<file path="src/rtl/uart2wb_burst.sv">
// uart2wb_burst: UART (8N1) to Wishbone burst bridge.
// A host frame is a command byte (bit7 = write, bits6:0 = LEN-1), then the
// address MSB-first, then LEN data bytes for a write. Each byte becomes one
// Wishbone access at an incrementing address. The reply is the read bytes
// (reads only) followed by one status byte: 00 ok, 01 err, 02 rty, 03 timeout.
// Ports:
//   clk_i, rst_ni        clock, asynchronous active-low reset
//   uart_rxd, uart_txd   UART lines (idle high)
//   cyc_o, stb_o, adr_o, dat_o, we_o   Wishbone master request
//   ack_i, err_i, rty_i, dat_i         Wishbone master response
module uart2wb_burst #(
    parameter int CLKS_PER_BIT   = 16,
    parameter int ADDR_WIDTH     = 23,
    parameter int TIMEOUT_CYCLES = 255
) (
    input  logic                  clk_i,
    input  logic                  rst_ni,
    input  logic                  uart_rxd,
    output logic                  uart_txd,
    output logic                  cyc_o,
    output logic                  stb_o,
    output logic [ADDR_WIDTH-1:0] adr_o,
    output logic [7:0]            dat_o,
    output logic                  we_o,
    input  logic                  ack_i,
    input  logic                  err_i,
    input  logic                  rty_i,
    input  logic [7:0]            dat_i
);
    localparam int ADDR_BYTES = (ADDR_WIDTH + 7) / 8;
    localparam int HALF_BIT   = CLKS_PER_BIT / 2;

    localparam logic [7:0] ST_OK  = 8'h00;
    localparam logic [7:0] ST_ERR = 8'h01;
    localparam logic [7:0] ST_RTY = 8'h02;
    localparam logic [7:0] ST_TMO = 8'h03;

    typedef enum logic [2:0] {RX_CMD, RX_ADDR, RX_DATA, WB, TX_DATA, TX_STATUS} state_t;
    typedef enum logic [1:0] {RS_IDLE, RS_START, RS_DATA, RS_STOP} rx_state_t;

    state_t      state;

    logic [1:0]  rx_sync;
    logic        rx_prev;
    rx_state_t   rx_state;
    logic [7:0]  rx_cnt;
    logic [2:0]  rx_bit;
    logic [7:0]  rx_shift;
    logic        rx_valid;
    logic        rx_ferr;
    logic        rx_en;

    logic        tx_busy;
    logic [7:0]  tx_cnt;
    logic [3:0]  tx_bit;
    logic [8:0]  tx_shift;
    logic        tx_last;
    logic        tx_load;

    logic        tx_req;
    logic [7:0]  tx_byte;
    logic [6:0]  remain;
    logic [2:0]  abyte_cnt;
    logic [7:0]  status;
    logic [15:0] tmo_cnt;
    logic        wb_term;
    logic [7:0]  wb_code;

    // Half-duplex: the receiver only listens while a frame is being collected.
    assign rx_en = (state == RX_CMD) || (state == RX_ADDR) || (state == RX_DATA);

    // Termination decode with ack > err > rty > timeout priority.
    always_comb begin
        // NOTE: every output gets a default first, so no path infers a latch.
        wb_term = 1'b0;
        wb_code = ST_TMO;
        if (cyc_o) begin
            if (ack_i) begin
                wb_term = 1'b1;
                wb_code = ST_OK;
            end else if (err_i) begin
                wb_term = 1'b1;
                wb_code = ST_ERR;
            end else if (rty_i) begin
                wb_term = 1'b1;
                wb_code = ST_RTY;
            end else if (tmo_cnt == 16'(TIMEOUT_CYCLES - 1)) begin
                wb_term = 1'b1;
            end
        end
    end

    // Receiver: rx_valid / rx_ferr are one-cycle pulses with the byte in rx_shift.
    always_ff @(posedge clk_i or negedge rst_ni) begin
        if (!rst_ni) begin
            rx_sync  <= 2'b11;
            rx_prev  <= 1'b1;
            rx_state <= RS_IDLE;
            rx_cnt   <= '0;
            rx_bit   <= '0;
            rx_shift <= '0;
            rx_valid <= 1'b0;
            rx_ferr  <= 1'b0;
        end else begin
            // NOTE: sequential state uses non-blocking assignments so every
            // register samples the pre-edge value of its neighbours.
            rx_sync  <= {rx_sync[0], uart_rxd};
            rx_prev  <= rx_sync[1];
            rx_valid <= 1'b0;
            rx_ferr  <= 1'b0;
            if (!rx_en) begin
                rx_state <= RS_IDLE;
            end else begin
                case (rx_state)
                    RS_IDLE: begin
                        if (rx_prev && !rx_sync[1]) begin
                            rx_state <= RS_START;
                            rx_cnt   <= '0;
                        end
                    end
                    RS_START: begin
                        if (rx_cnt == 8'(HALF_BIT - 1)) begin
                            rx_cnt   <= '0;
                            rx_bit   <= '0;
                            // Line back high at mid start bit: a glitch, not a byte.
                            rx_state <= rx_sync[1] ? RS_IDLE : RS_DATA;
                        end else begin
                            rx_cnt <= rx_cnt + 8'd1;
                        end
                    end
                    RS_DATA: begin
                        if (rx_cnt == 8'(CLKS_PER_BIT - 1)) begin
                            rx_cnt   <= '0;
                            rx_shift <= {rx_sync[1], rx_shift[7:1]};
                            if (rx_bit == 3'd7) rx_state <= RS_STOP;
                            else                rx_bit   <= rx_bit + 3'd1;
                        end else begin
                            rx_cnt <= rx_cnt + 8'd1;
                        end
                    end
                    RS_STOP: begin
                        if (rx_cnt == 8'(CLKS_PER_BIT - 1)) begin
                            rx_state <= RS_IDLE;
                            rx_valid <= rx_sync[1];
                            rx_ferr  <= !rx_sync[1];
                        end else begin
                            rx_cnt <= rx_cnt + 8'd1;
                        end
                    end
                    default: rx_state <= RS_IDLE;
                endcase
            end
        end
    end

    // Transmitter: a pending byte is loaded on the last cycle of the previous
    // stop bit, so back-to-back bytes are separated by exactly one stop bit.
    assign tx_last = tx_busy && (tx_cnt == 8'(CLKS_PER_BIT - 1)) && (tx_bit == 4'd9);
    assign tx_load = tx_req && (!tx_busy || tx_last);

    always_ff @(posedge clk_i or negedge rst_ni) begin
        if (!rst_ni) begin
            tx_busy  <= 1'b0;
            uart_txd <= 1'b1;
            tx_cnt   <= '0;
            tx_bit   <= '0;
            tx_shift <= '1;
        end else if (tx_load) begin
            tx_busy  <= 1'b1;
            uart_txd <= 1'b0;
            tx_shift <= {1'b1, tx_byte};
            tx_cnt   <= '0;
            tx_bit   <= '0;
        end else if (tx_busy) begin
            if (tx_cnt == 8'(CLKS_PER_BIT - 1)) begin
                tx_cnt <= '0;
                if (tx_bit == 4'd9) begin
                    tx_busy  <= 1'b0;
                    uart_txd <= 1'b1;
                end else begin
                    uart_txd <= tx_shift[0];
                    tx_shift <= {1'b1, tx_shift[8:1]};
                    tx_bit   <= tx_bit + 4'd1;
                end
            end else begin
                tx_cnt <= tx_cnt + 8'd1;
            end
        end
    end

    // Frame sequencer. A read pipelines the next access behind the byte
    // currently being shifted out; after a failure no access is issued.
    always_ff @(posedge clk_i or negedge rst_ni) begin
        if (!rst_ni) begin
            state     <= RX_CMD;
            cyc_o     <= 1'b0;
            stb_o     <= 1'b0;
            adr_o     <= '0;
            dat_o     <= '0;
            we_o      <= 1'b0;
            tx_req    <= 1'b0;
            tx_byte   <= '0;
            remain    <= '0;
            abyte_cnt <= '0;
            status    <= ST_OK;
            tmo_cnt   <= '0;
        end else begin
            if (tx_load) tx_req <= 1'b0;
            case (state)
                RX_CMD: begin
                    if (rx_valid) begin
                        we_o      <= rx_shift[7];
                        remain    <= rx_shift[6:0];
                        status    <= ST_OK;
                        abyte_cnt <= '0;
                        state     <= RX_ADDR;
                    end
                end
                RX_ADDR: begin
                    if (rx_ferr) begin
                        state <= RX_CMD;
                    end else if (rx_valid) begin
                        // Shift in MSB-first; bits above ADDR_WIDTH fall off.
                        adr_o <= ADDR_WIDTH'({adr_o, rx_shift});
                        if (abyte_cnt == 3'(ADDR_BYTES - 1)) begin
                            if (we_o) begin
                                state <= RX_DATA;
                            end else begin
                                cyc_o   <= 1'b1;
                                stb_o   <= 1'b1;
                                tmo_cnt <= '0;
                                state   <= WB;
                            end
                        end else begin
                            abyte_cnt <= abyte_cnt + 3'd1;
                        end
                    end
                end
                RX_DATA: begin
                    if (rx_ferr) begin
                        state <= RX_CMD;
                    end else if (rx_valid) begin
                        if (status != ST_OK) begin
                            // Failed frame: swallow the remaining data bytes.
                            if (remain == 7'd0) begin
                                tx_req  <= 1'b1;
                                tx_byte <= status;
                                state   <= TX_STATUS;
                            end else begin
                                remain <= remain - 7'd1;
                            end
                        end else begin
                            dat_o   <= rx_shift;
                            cyc_o   <= 1'b1;
                            stb_o   <= 1'b1;
                            tmo_cnt <= '0;
                            state   <= WB;
                        end
                    end
                end
                WB: begin
                    if (wb_term) begin
                        cyc_o  <= 1'b0;
                        stb_o  <= 1'b0;
                        adr_o  <= adr_o + ADDR_WIDTH'(1);
                        status <= wb_code;
                        if (!we_o) begin
                            tx_req  <= 1'b1;
                            tx_byte <= (wb_code == ST_OK) ? dat_i : 8'h00;
                            state   <= TX_DATA;
                        end else if (remain == 7'd0) begin
                            tx_req  <= 1'b1;
                            tx_byte <= wb_code;
                            state   <= TX_STATUS;
                        end else begin
                            remain <= remain - 7'd1;
                            state  <= RX_DATA;
                        end
                    end else begin
                        tmo_cnt <= tmo_cnt + 16'd1;
                    end
                end
                TX_DATA: begin
                    if (tx_load) begin
                        if (remain == 7'd0) begin
                            tx_req  <= 1'b1;
                            tx_byte <= status;
                            state   <= TX_STATUS;
                        end else begin
                            remain <= remain - 7'd1;
                            if (status != ST_OK) begin
                                tx_req  <= 1'b1;
                                tx_byte <= 8'h00;
                            end else begin
                                cyc_o   <= 1'b1;
                                stb_o   <= 1'b1;
                                tmo_cnt <= '0;
                                state   <= WB;
                            end
                        end
                    end
                end
                TX_STATUS: begin
                    // Back to listening only once the status stop bit is done.
                    if (!tx_req && !tx_busy) state <= RX_CMD;
                end
                default: state <= RX_CMD;
            endcase
        end
    end

endmodule

</file>
<file path="config.mk">
export PLATFORM = sky130hd
export DESIGN_NAME = uart2wb_burst
export DESIGN_NICKNAME = d
export VERILOG_FILES = /design/src/rtl/uart2wb_burst.sv
export SDC_FILE = /design/constraint.sdc
export NUM_CORES = 1
export LEC_CHECK = 0
export BUFFER_PORTS_ARGS = -buffer_cell sky130_fd_sc_hd__buf_4
export CELL_PAD_IN_SITES_DETAIL_PLACEMENT = 1
export CELL_PAD_IN_SITES_GLOBAL_PLACEMENT = 2
export CORE_MARGIN = 2
export CORE_UTILIZATION = 41
export DETAILED_ROUTE_END_ITERATION = 12
export PLACE_DENSITY = 0.82
export SYNTH_ARGS = -nofsm -noshare
export SYNTH_HDL_FRONTEND = slang
export SYNTH_SLANG_ARGS = --single-unit
</file>
<file path="constraint.sdc">
create_clock -name clk_i -period 6.1 [get_ports clk_i]
set_input_delay 0.915 -clock clk_i [delete_from_list [all_inputs] [get_ports clk_i]]
set_output_delay 0.915 -clock clk_i [all_outputs]
set_load 0.05 [all_outputs]
</file>
==> results_dict.tcl, run 1 <==
set metrics [dict create \
    clk_path_buf_depth 2 \
    htreeDepth 4 \
    rsz0062_at_grt "no" \
    clk_pin_slew_worst_paths_ps 60 \
    crit_arrival_ps 3680 \
    fillers 1850 \
    grt_util_all_layers_pct 22.33 \
    viasPerCell 5.762 \
    ctsHoldBuffers 0 \
    total_power_mw 3.564 \
    avgRoutedWirePerCell_um 18.08 \
    die_w_um 130.4 \
    routed_wl_um 18050 \
    tns_ps 0 \
    n_antenna_cell 0 \
    cts_root_buffer "clkbuf_16" \
    cellLeakagePower_nw 3.290 \
    power.density_mw_per_mm2 466.8 \
    gp_congestion 0.8457 \
    synth_top_area_share_pct 41.66 \
    tritoncts "yes" \
    multiInputGateArea_mm2 0.003278 \
    drv_cap 0 \
    io_buffers 48 \
    cts_buffers 17 \
    fin_nets 796 \
    vias 5750 \
    synth-edff-count 0 \
    final_hold_viol_count 0 \
    required_ps 6420 \
    grt_overflow 0 \
    skew_ps 9.176 \
    drt_drc_violations_left 0 \
    critPathTopFamily "simple AND/OR/NAND/NOR gates" \
    worstPathMaxFanout 48 \
    drive_above_1_share_pct 17.14 \
    die_h_um 130.4 \
    cts_resized 0 \
    syn2layout_area_growth_pct 16.61 \
    antenna_found_initial 0 \
    synth_common_cells "109 x dfrtp_1, 85 x nand2_1, 71 x o21ai_0" \
    grt_max_degree 66 \
    period_minus_slack_ps 3358 \
    avgSynthCellArea_um2 8.969 \
    cts_sinks 121 \
    die_area_mm2 0.01700 \
    final-max-slew-violation-count 0 \
    row_count 46 \
    yosysMostFrequentCell "dfrtp_1" \
    yosysWarnings 0 \
    critPathKind "reg -> reg" \
    grt_pass1_vias 5907 \
    core-area_mm2 0.01577 \
    critical-path-slowest-cell "nand2_1" \
    crit_buf_inv 1 \
    fin_crit_sh_pct 55.05 \
    cp_common_cell "nand2_1" \
    postSynthCellCount 730 \
    synthesis.area_mm2 0.006548 \
    finalSetupViolations 0 \
    synth.yosys.seq_area_share_pct 46.47 \
    synth_area_leader_cell "dfrtp_1" \
    io_pins 49 \
    worstMarginPinSlew_ps 1107 \
    hpwlAfterDp_um 12540 \
    cts_setup_buffers 0 \
    ir_drop_mv 0.2717 \
    status "completed" \
    endpoint_kind "flop" \
    dpl_cell_area_mm2 0.007053 \
    fmax_ghz 0.2978 \
    ant_nets 0 \
    design_area_mm2 0.007635 \
    drt_iter0_markers 328 \
    maxSlewHeadroom_pct 25.99 \
    final_util_pct 48.41 \
    synth-seq-cells 121 \
    start_util_pct 41.52 \
    clkLatencyLatePin_ps 420 \
    first_pass_iters 4 \
    synthTopCellsByArea "dfrtp_1 42%, o21ai_0 5.4%, a21oi_1 5.0%" \
    ys_types 72 \
    async_flop_share_pct 100.0 \
    syn-num-nets 757 \
    grt_first_pass_wirelength_um 30160 \
    start_kind "flop" \
    path_cells "nand2_1, nor2_2, buf_4, o21ai_1, nand2_1, o21ai_0, a22oi_1" \
    hold_class "reg -> reg" \
    yosys_most_used_dff "dfrtp_1" \
    critical-path-max-stage-delay_ps 910 \
    ff_latch_area_mm2 0.003043 \
]
==> final cells by class <==
type	instances	area share, %
clock buffer	20	5.982
clock inverter	12	1.639
inverter	21	1.032
multi-input combinational	557	42.94
sequential	121	39.86
tap	216	3.540
timing repair buffer	51	5.015
==> power by group <==
| group | leakage, nW | switching (mW) | internal [mW] | total [mW] |
|---|---|---|---|---|
| Sequential | 1.54 | 0.246 | 0.961 | 1.21 |
| Combinational | 1.47 | 0.922 | 0.443 | 1.36 |
| Clock | 0.282 | 0.373 | 0.619 | 0.992 |
| Total | 3.29 | 1.54 | 2.02 | 3.56 |
==> sequential cells by signal (all words and copies together), names as in the netlist, 2 cells and up <==
name	count
rx_shift	8
rx_sync	2
abyte_cnt	3
status	2
tx_byte	8
rx_bit	3
rx_state	2
adr_o	23
tmo_cnt	16
tx_bit	4
tx_cnt	8
state	3
rx_cnt	8
tx_shift	8
remain	7
dat_o	8
==> final timing paths <==
kind	endpoint	from	slack, ps	depth (start not counted)
hold reg to reg	rx_sync[1]	rx_sync[0]	360	0
hold / removal	rx_sync[1]	rx_sync[0]	360	0
min in group asynchronous	tx_bit[0]	rst_ni	570	1
max in group asynchronous	state[1]	rst_ni	4220	2
setup reg to reg	adr_o[18]	state[0]	2740	7
setup / recovery	adr_o[18]	state[0]	2740	7
==> logic make-up (layout without fill, tap and decap cells) <==
logic type	count (synthesis)	after routing	synth area share [%]
xor+xnor	8	8	1.070
compound gates	217	217	19.95
simple gates	299	299	23.10
flops	121	121	46.47
fa+ha+maj	13	13	2.484
mux	20	20	3.421
buf+inv	52	104	3.497
==> through the flow <==
step	hold slack, ps	cells	setup slack (ps)
final	360.5	998	2742
after global routing	369.9	998	2398
after CTS	362.6	998	2772
after detailed placement	349.2	966	2658
after global placement	348.2	966	2930
after floorplan	345.2	730	3482
==> layer usage <==
layer / vias to the layer above / track usage, % / wire, µm
li1: 2738 / - / -
met1: 2922 / 30.23 / 8621
met2: 75 / 37.33 / 8789
met3: 15 / 3.787 / 444
met4: 0 / 6.133 / 193
met5: - / 0 / 0
==> layout by cell type (no fill, tap or decap), types with 10 or more instances in the layout <==
cell,n
a21oi_1,65
a31oi_1,14
and3_1,10
buf_4,51
clkbuf_16,17
dfrtp_1,109
dfstp_2,12
ha_1,13
inv_1,21
mux2_2,19
nand2_1,85
nand2b_1,11
nand3_1,38
nand4_1,11
nor2_1,65
nor2b_1,10
nor3_1,14
o21ai_0,71
o22ai_1,14
or3_1,15
(Power assumes the default switching activity.)
==> run 2: changes to the inputs <==
--- a/config.mk
+++ b/config.mk
@@ -5,13 +5,14 @@
 export SDC_FILE = /design/constraint.sdc
 export NUM_CORES = 1
 export LEC_CHECK = 0
+export ABC_AREA = 1
 export BUFFER_PORTS_ARGS = -buffer_cell sky130_fd_sc_hd__buf_4
 export CELL_PAD_IN_SITES_DETAIL_PLACEMENT = 1
 export CELL_PAD_IN_SITES_GLOBAL_PLACEMENT = 2
 export CORE_MARGIN = 2
-export CORE_UTILIZATION = 41
+export CORE_UTILIZATION = 35
 export DETAILED_ROUTE_END_ITERATION = 12
-export PLACE_DENSITY = 0.82
+export PLACE_DENSITY = 0.76
 export SYNTH_ARGS = -nofsm -noshare
 export SYNTH_HDL_FRONTEND = slang
 export SYNTH_SLANG_ARGS = --single-unit
==> constraint.sdc (replaced) <==
create_clock -name clk_i -period 3.1 [get_ports clk_i]
set_input_delay 0.465 -clock clk_i [delete_from_list [all_inputs] [get_ports clk_i]]
set_output_delay 0.465 -clock clk_i [all_outputs]
set_load 0.05 [all_outputs]
==> results_dict.tcl, run 2 <==
set metrics [dict create \
    crit_arrival_ps 2660 \
    grt_overflow 0 \
    reg2reg_setup_slack_ps 740 \
    hold-path-cell-count 1 \
    io_pins 49 \
    die_h_um 146.3 \
    dpl_cell_area_mm2 0.007749 \
    required_ps 3400 \
    p_comb_share_pct 38.8 \
    gp_congestion 0.8236 \
    row_count 52 \
    top_register "adr_o" \
    grt_max_degree 51 \
    first_pass_iters 4 \
    async_flop_share_pct 100.0 \
    grt_util_all_layers_pct 19.60 \
    syn2layout_area_growth_pct 17.14 \
    hold_class "in -> reg" \
    synthesis.area_mm2 0.007089 \
    drt_iter0_markers 287 \
    synth_top_area_share_pct 38.48 \
    postSynthCellCount 985 \
    die_area_mm2 0.02141 \
    cts_sinks 121 \
    fmax_ghz 0.4236 \
    drt_drc_violations_left 0 \
    cts_resized 0 \
    power.density_mw_per_mm2 764.1 \
    finalSetupViolations 0 \
    largest_register_ffs 23 \
    synth_area_leader_cell "dfrtp_1" \
    syn-num-nets 1012 \
    avgSynthCellArea_um2 7.197 \
    core-area_mm2 0.02004 \
    synth.yosys.seq_area_share_pct 42.92 \
    power_switching_mw 2.752 \
    largest_registers "adr_o x23, tmo_cnt x16" \
    critPathKind "reg -> reg" \
    start_kind "flop" \
    maxSlewHeadroom_pct 49.96 \
    clk_path_buf_depth 2 \
    ys_types 43 \
    synthTopCellsByArea "dfrtp_1 38%, nand2_1 17%, o21ai_0 6.0%" \
    worstPathMaxFanout 13 \
    clkPwrFrac_pct 29.5 \
    viasPerCell 4.864 \
    synth_common_cells "330 x nand2_1, 109 x dfrtp_1, 105 x inv_1" \
    r2r_cells 10 \
    worstHoldEndpoint "rx_sync[0]" \
    avgRoutedWirePerCell_um 15.14 \
    start_util_pct 35.38 \
    grt_first_pass_wirelength_um 33730 \
    endpoint_kind "flop" \
    cts_buffers 17 \
    rr_endpoint "remain[2]" \
    ir_drop_mv 0.3853 \
    period_minus_slack_ps 2361 \
    mostFrequentLayoutCell "nand2_1" \
    hpwlAfterDp_um 14580 \
    worstMarginPinSlew_ps 750.7 \
    n_antenna_cell 0 \
    yosys_most_used_dff "dfrtp_1" \
    ant_nets 0 \
    final_util_pct 41.44 \
    synth-edff-count 0 \
    skew_ps 12.51 \
    vias 6440 \
    antenna_found_initial 0 \
    hp-start "uart_rxd" \
    switching_share_pct 43.37 \
    dp.cells 1291 \
    cellLeakagePower_nw 3.978 \
    clkLatencyLatePin_ps 420 \
    drive_above_1_share_pct 11.10 \
    yosysWarnings 0 \
    yosysMostFrequentCell "nand2_1" \
    routed_wl_um 20050 \
    cts_root_buffer "clkbuf_16" \
    cellInternalPower_mw 3.594 \
    htreeDepth 4 \
    tns_ps 0 \
    seqPwrFrac_pct 31.7 \
    r2r_start "tx_cnt[1]" \
    fin_nets 1068 \
    cts_setup_buffers 0 \
    final-max-slew-violation-count 0 \
    drv_cap 0 \
    final_hold_viol_count 0 \
    clk_pin_slew_worst_paths_ps 50 \
    grt_pass1_vias 6514 \
    tritoncts "yes" \
    synth-seq-cells 121 \
    fillers 2615 \
    design_area_mm2 0.008304 \
    layout.cells.non_filler 1324 \
    fin_crit_sh_pct 76.15 \
    status "completed" \
    io_buffers 48 \
    rsz0062_at_grt "no" \
    final_cell_mix "330 x nand2_1, 109 x dfrtp_1, 105 x inv_1" \
    die_w_um 146.3 \
]
## run 2: cell count changes in the layout (fill, tap and decap cells not counted), moves of 10 or more
cell	change
nand2_1	+245
inv_1	+84
nor2_1	+38
a21oi_1	-34
nand3_1	+26
xor2_1	+22
mux2_2	-18
or3_1	-15
o21ai_0	+14
a31oi_1	-12
nand2b_1	-11
and3_1	-10
nor2b_1	-10
## run 2: layer usage
metal	track usage [%]	share of wire [%]	up-vias
met5	0	0	-
met4	4.757	1.1	0
met3	3.719	2.4	16
met2	31.27	46	74
met1	27.62	51	3091
li1	-	-	3259
## run 2: worst max-delay path by stage
stage / startpoint / depth (start not counted) / endpoint / slack (ps)
global placement: tmo_cnt[0] / 13 / state[1] / 780
global route: tx_cnt[1] / 10 / remain[2] / 450
floorplan: adr_o[0] / 10 / adr_o[20] / 1110
CTS: tx_cnt[0] / 10 / remain[2] / 720
finish: tx_cnt[1] / 10 / remain[2] / 740
detailed placement: tx_cnt[1] / 10 / remain[1] / 740
## run 2: repair_timing
item	CTS	global route
hold buffers	1	0
setup endpoints to repair	0	0
hold endpoints to repair	3	0
## run 2: layout make-up
class                   count  area, µm²  area share (%)
multi-input cells         734       3518           42.37
flip-flops and latches    121       3043           36.64
clock buffers              24      471.7           5.680
repair buffers             57      446.7           5.379
inverters                 110      412.9           4.972
well taps                 270      337.8           4.068
clock inverters             8      73.82          0.8890
## run 2: kinds of logic after synthesis
family,Yosys count,share of synthesized area [%]
AO/OA/AOI/OAI,149,11.54
XOR/XNOR,32,3.953
adder cells (fa/ha/maj),13,2.294
buffers and inverters,130,7.448
flip-flops,121,42.92
multiplexers,1,0.1588
AND/OR/NAND/NOR,539,31.68
## run 2: per-stage QoR
stage	setup slack, ps	power (mW)	hold slack (ps)
after detailed placement	737.8	4.514	349.0
after floorplan	1115	3.856	169.4
after CTS	719.2	6.434	137.3
final	739.4	6.346	155.4
after global routing	452.8	6.857	134.2
after global placement	775.9	4.514	346.4
## run 2: critical path, cell delays in order (launching register included)
cell and delay, ps:
dfrtp_1 360, ha_1 220, nand3_2 120, o21bai_4 230, nand3_2 280, nand2_1 210, nand2_1 270, nor2_4 300
nand2_4 110, nand2_1 90, nand2_1 50
## run 2: power by group through the flow
stage	Sequential (mW)	Combinational, mW	Clock (mW)
detailed placement	2.04	2.47	0
finish	2.01	2.46	1.87
global route	2.05	2.81	2.00
CTS	2.01	2.49	1.93
global placement	2.04	2.48	0
floorplan	2.06	1.79	0
==> run 3: changes to the inputs <==
==> constraint.sdc (replaced) <==
create_clock -name clk_i -period 2.4 [get_ports clk_i]
set_input_delay 0.36 -clock clk_i [delete_from_list [all_inputs] [get_ports clk_i]]
set_output_delay 0.36 -clock clk_i [all_outputs]
set_load 0.05 [all_outputs]
==> results_dict.tcl, run 3 (synthesized netlist as in run 2, its figures left out) <==
set metrics [dict create \
    clk_path_buf_depth 2 \
    die_area_mm2 0.02141 \
    largest_registers "adr_o x23, tmo_cnt x16" \
    cellLeakagePower_nw 4.073 \
    io_buffers 48 \
    vias 6458 \
    routed_wl_um 20580 \
    io_pins 49 \
    drt_drc_violations_left 0 \
    fmax_ghz 0.4914 \
    mostFrequentLayoutCell "nand2_1" \
    multiInputGateArea_mm2 0.003518 \
    endpoint_kind "flop" \
    layout.cells.non_filler 1341 \
    final_hold_viol_count 0 \
    status "completed" \
    grt_first_pass_wirelength_um 35200 \
    power.density_mw_per_mm2 1000 \
    final_cell_mix "330 x nand2_1, 109 x dfrtp_1, 105 x inv_1" \
    clkLatencyLatePin_ps 420 \
    avgRoutedWirePerCell_um 15.34 \
    required_ps 2710 \
    period_minus_slack_ps 2035 \
    cts_resized 0 \
    start_util_pct 35.38 \
    drt_iter0_markers 266 \
    die_h_um 146.3 \
    clk_pin_slew_worst_paths_ps 60 \
    syn2layout_area_growth_pct 19.31 \
    critPathKind "reg -> reg" \
    hpwlAfterDp_um 15040 \
    htreeDepth 4 \
    maxSlewHeadroom_pct 66.45 \
    dp.cells 1308 \
    ff_latch_area_mm2 0.003043 \
    final-max-slew-violation-count 0 \
    fin_nets 1085 \
    grt_overflow 0 \
    hold_class "in -> reg" \
    top_register "adr_o" \
    rsz0062_at_grt "no" \
    crit_arrival_ps 2340 \
    die_w_um 146.3 \
    grt_max_degree 48 \
    viasPerCell 4.816 \
    fillers 2590 \
    n_antenna_cell 0 \
    grt_pass1_vias 6809 \
    first_pass_iters 4 \
    ant_nets 0 \
    drive_above_1_share_pct 12.79 \
    cts_buffers 17 \
    worstPathMaxFanout 6 \
    grt_util_all_layers_pct 20.36 \
    skew_ps 13.42 \
    tritoncts "yes" \
    gp_congestion 0.8425 \
    row_count 52 \
    core-area_mm2 0.02004 \
    tns_ps 0 \
    finalSetupViolations 0 \
    ir_drop_mv 0.5615 \
    cts_root_buffer "clkbuf_16" \
    cts_sinks 121 \
    drv_cap 0 \
    start_kind "flop" \
    worstMarginPinSlew_ps 502.1 \
    fin_crit_sh_pct 84.79 \
    largest_register_ffs 23 \
    antenna_found_initial 0 \
]
run 3: changes by cell type in the layout (fill, tap and decap cells not counted), sizes merged:
cell      change
buf          +17
clkbuf        -4
bufinv        +1
clkinv        +1
clkinvlp      +1
inv           +1
run 3: what timing repair did:
action	in CTS	in global routing
hold buffers	1	0
setup buffers	0	0
endpoints found under the hold margin	38	0
run 3: area by class of cell:
class | instances | share of cell area [%]
Multi-Input combinational cell | 734 | 41.60
Sequential cell | 121 | 35.98
Timing Repair Buffer | 74 | 6.790
Clock buffer | 20 | 5.281
Inverter | 110 | 4.882
Tap cell | 270 | 3.994
Clock inverter | 12 | 1.479
run 3: path summary, 6_finish.rpt:
| check | startpoint | slack [ps] | to | cells past startpoint |
|---|---|---|---|---|
| setup / recovery | adr_o[0] | 370 | adr_o[20] | 10 |
| setup reg to reg | adr_o[0] | 370 | adr_o[20] | 10 |
| hold reg to reg | rx_sync[0] | 350 | rx_sync[1] | 0 |
| max in group asynchronous | rst_ni | 1220 | tx_shift[5] | 3 |
| hold / removal | uart_rxd | 50 | rx_sync[0] | 1 |
| min in group asynchronous | rst_ni | 460 | rx_cnt[2] | 2 |
run 3: where the power goes:
group / internal, mW / total, mW / switching [mW]
logic: 0.973 / 3.34 / 2.36
clock network: 1.55 / 2.52 / 0.975
registers: 2.30 / 2.60 / 0.292
run 3: layer usage:
| layer | global-route usage, % | routed length (µm) | vias up |
|---|---|---|---|
| met2 | 32.22 | 9305 | 65 |
| met5 | 0 | 0 | - |
| met4 | 4.660 | 197 | 0 |
| met1 | 28.91 | 10590 | 3087 |
| li1 | - | - | 3294 |
| met3 | 4.063 | 485 | 12 |
run 3: critical path, cell delays in order (launching register included):
cell	delay (ps)
dfrtp_1	460
ha_1	230
inv_1	80
nor2_1	160
nand2_1	120
nor2_1	390
nand3_1	140
nand3_1	100
o21ai_0	90
nand2_1	90
nand2_1	60
run 3: metrics by stage:
step	worst slack, ps	power [mW]	area, µm²	hold slack, ps	util, %
2_1_floorplan	414.8	4.981	7089	64.41	-
3_3_place_gp	382.6	5.994	7876	344.1	39.30
3_5_place_dp	365.4	6.005	7876	344.6	39.30
4_1_cts	310.5	8.588	8458	31.24	42.21
5_1_grt	49.30	9.118	8458	24.25	42.21
6_report	365.1	8.458	8458	49.67	42.21
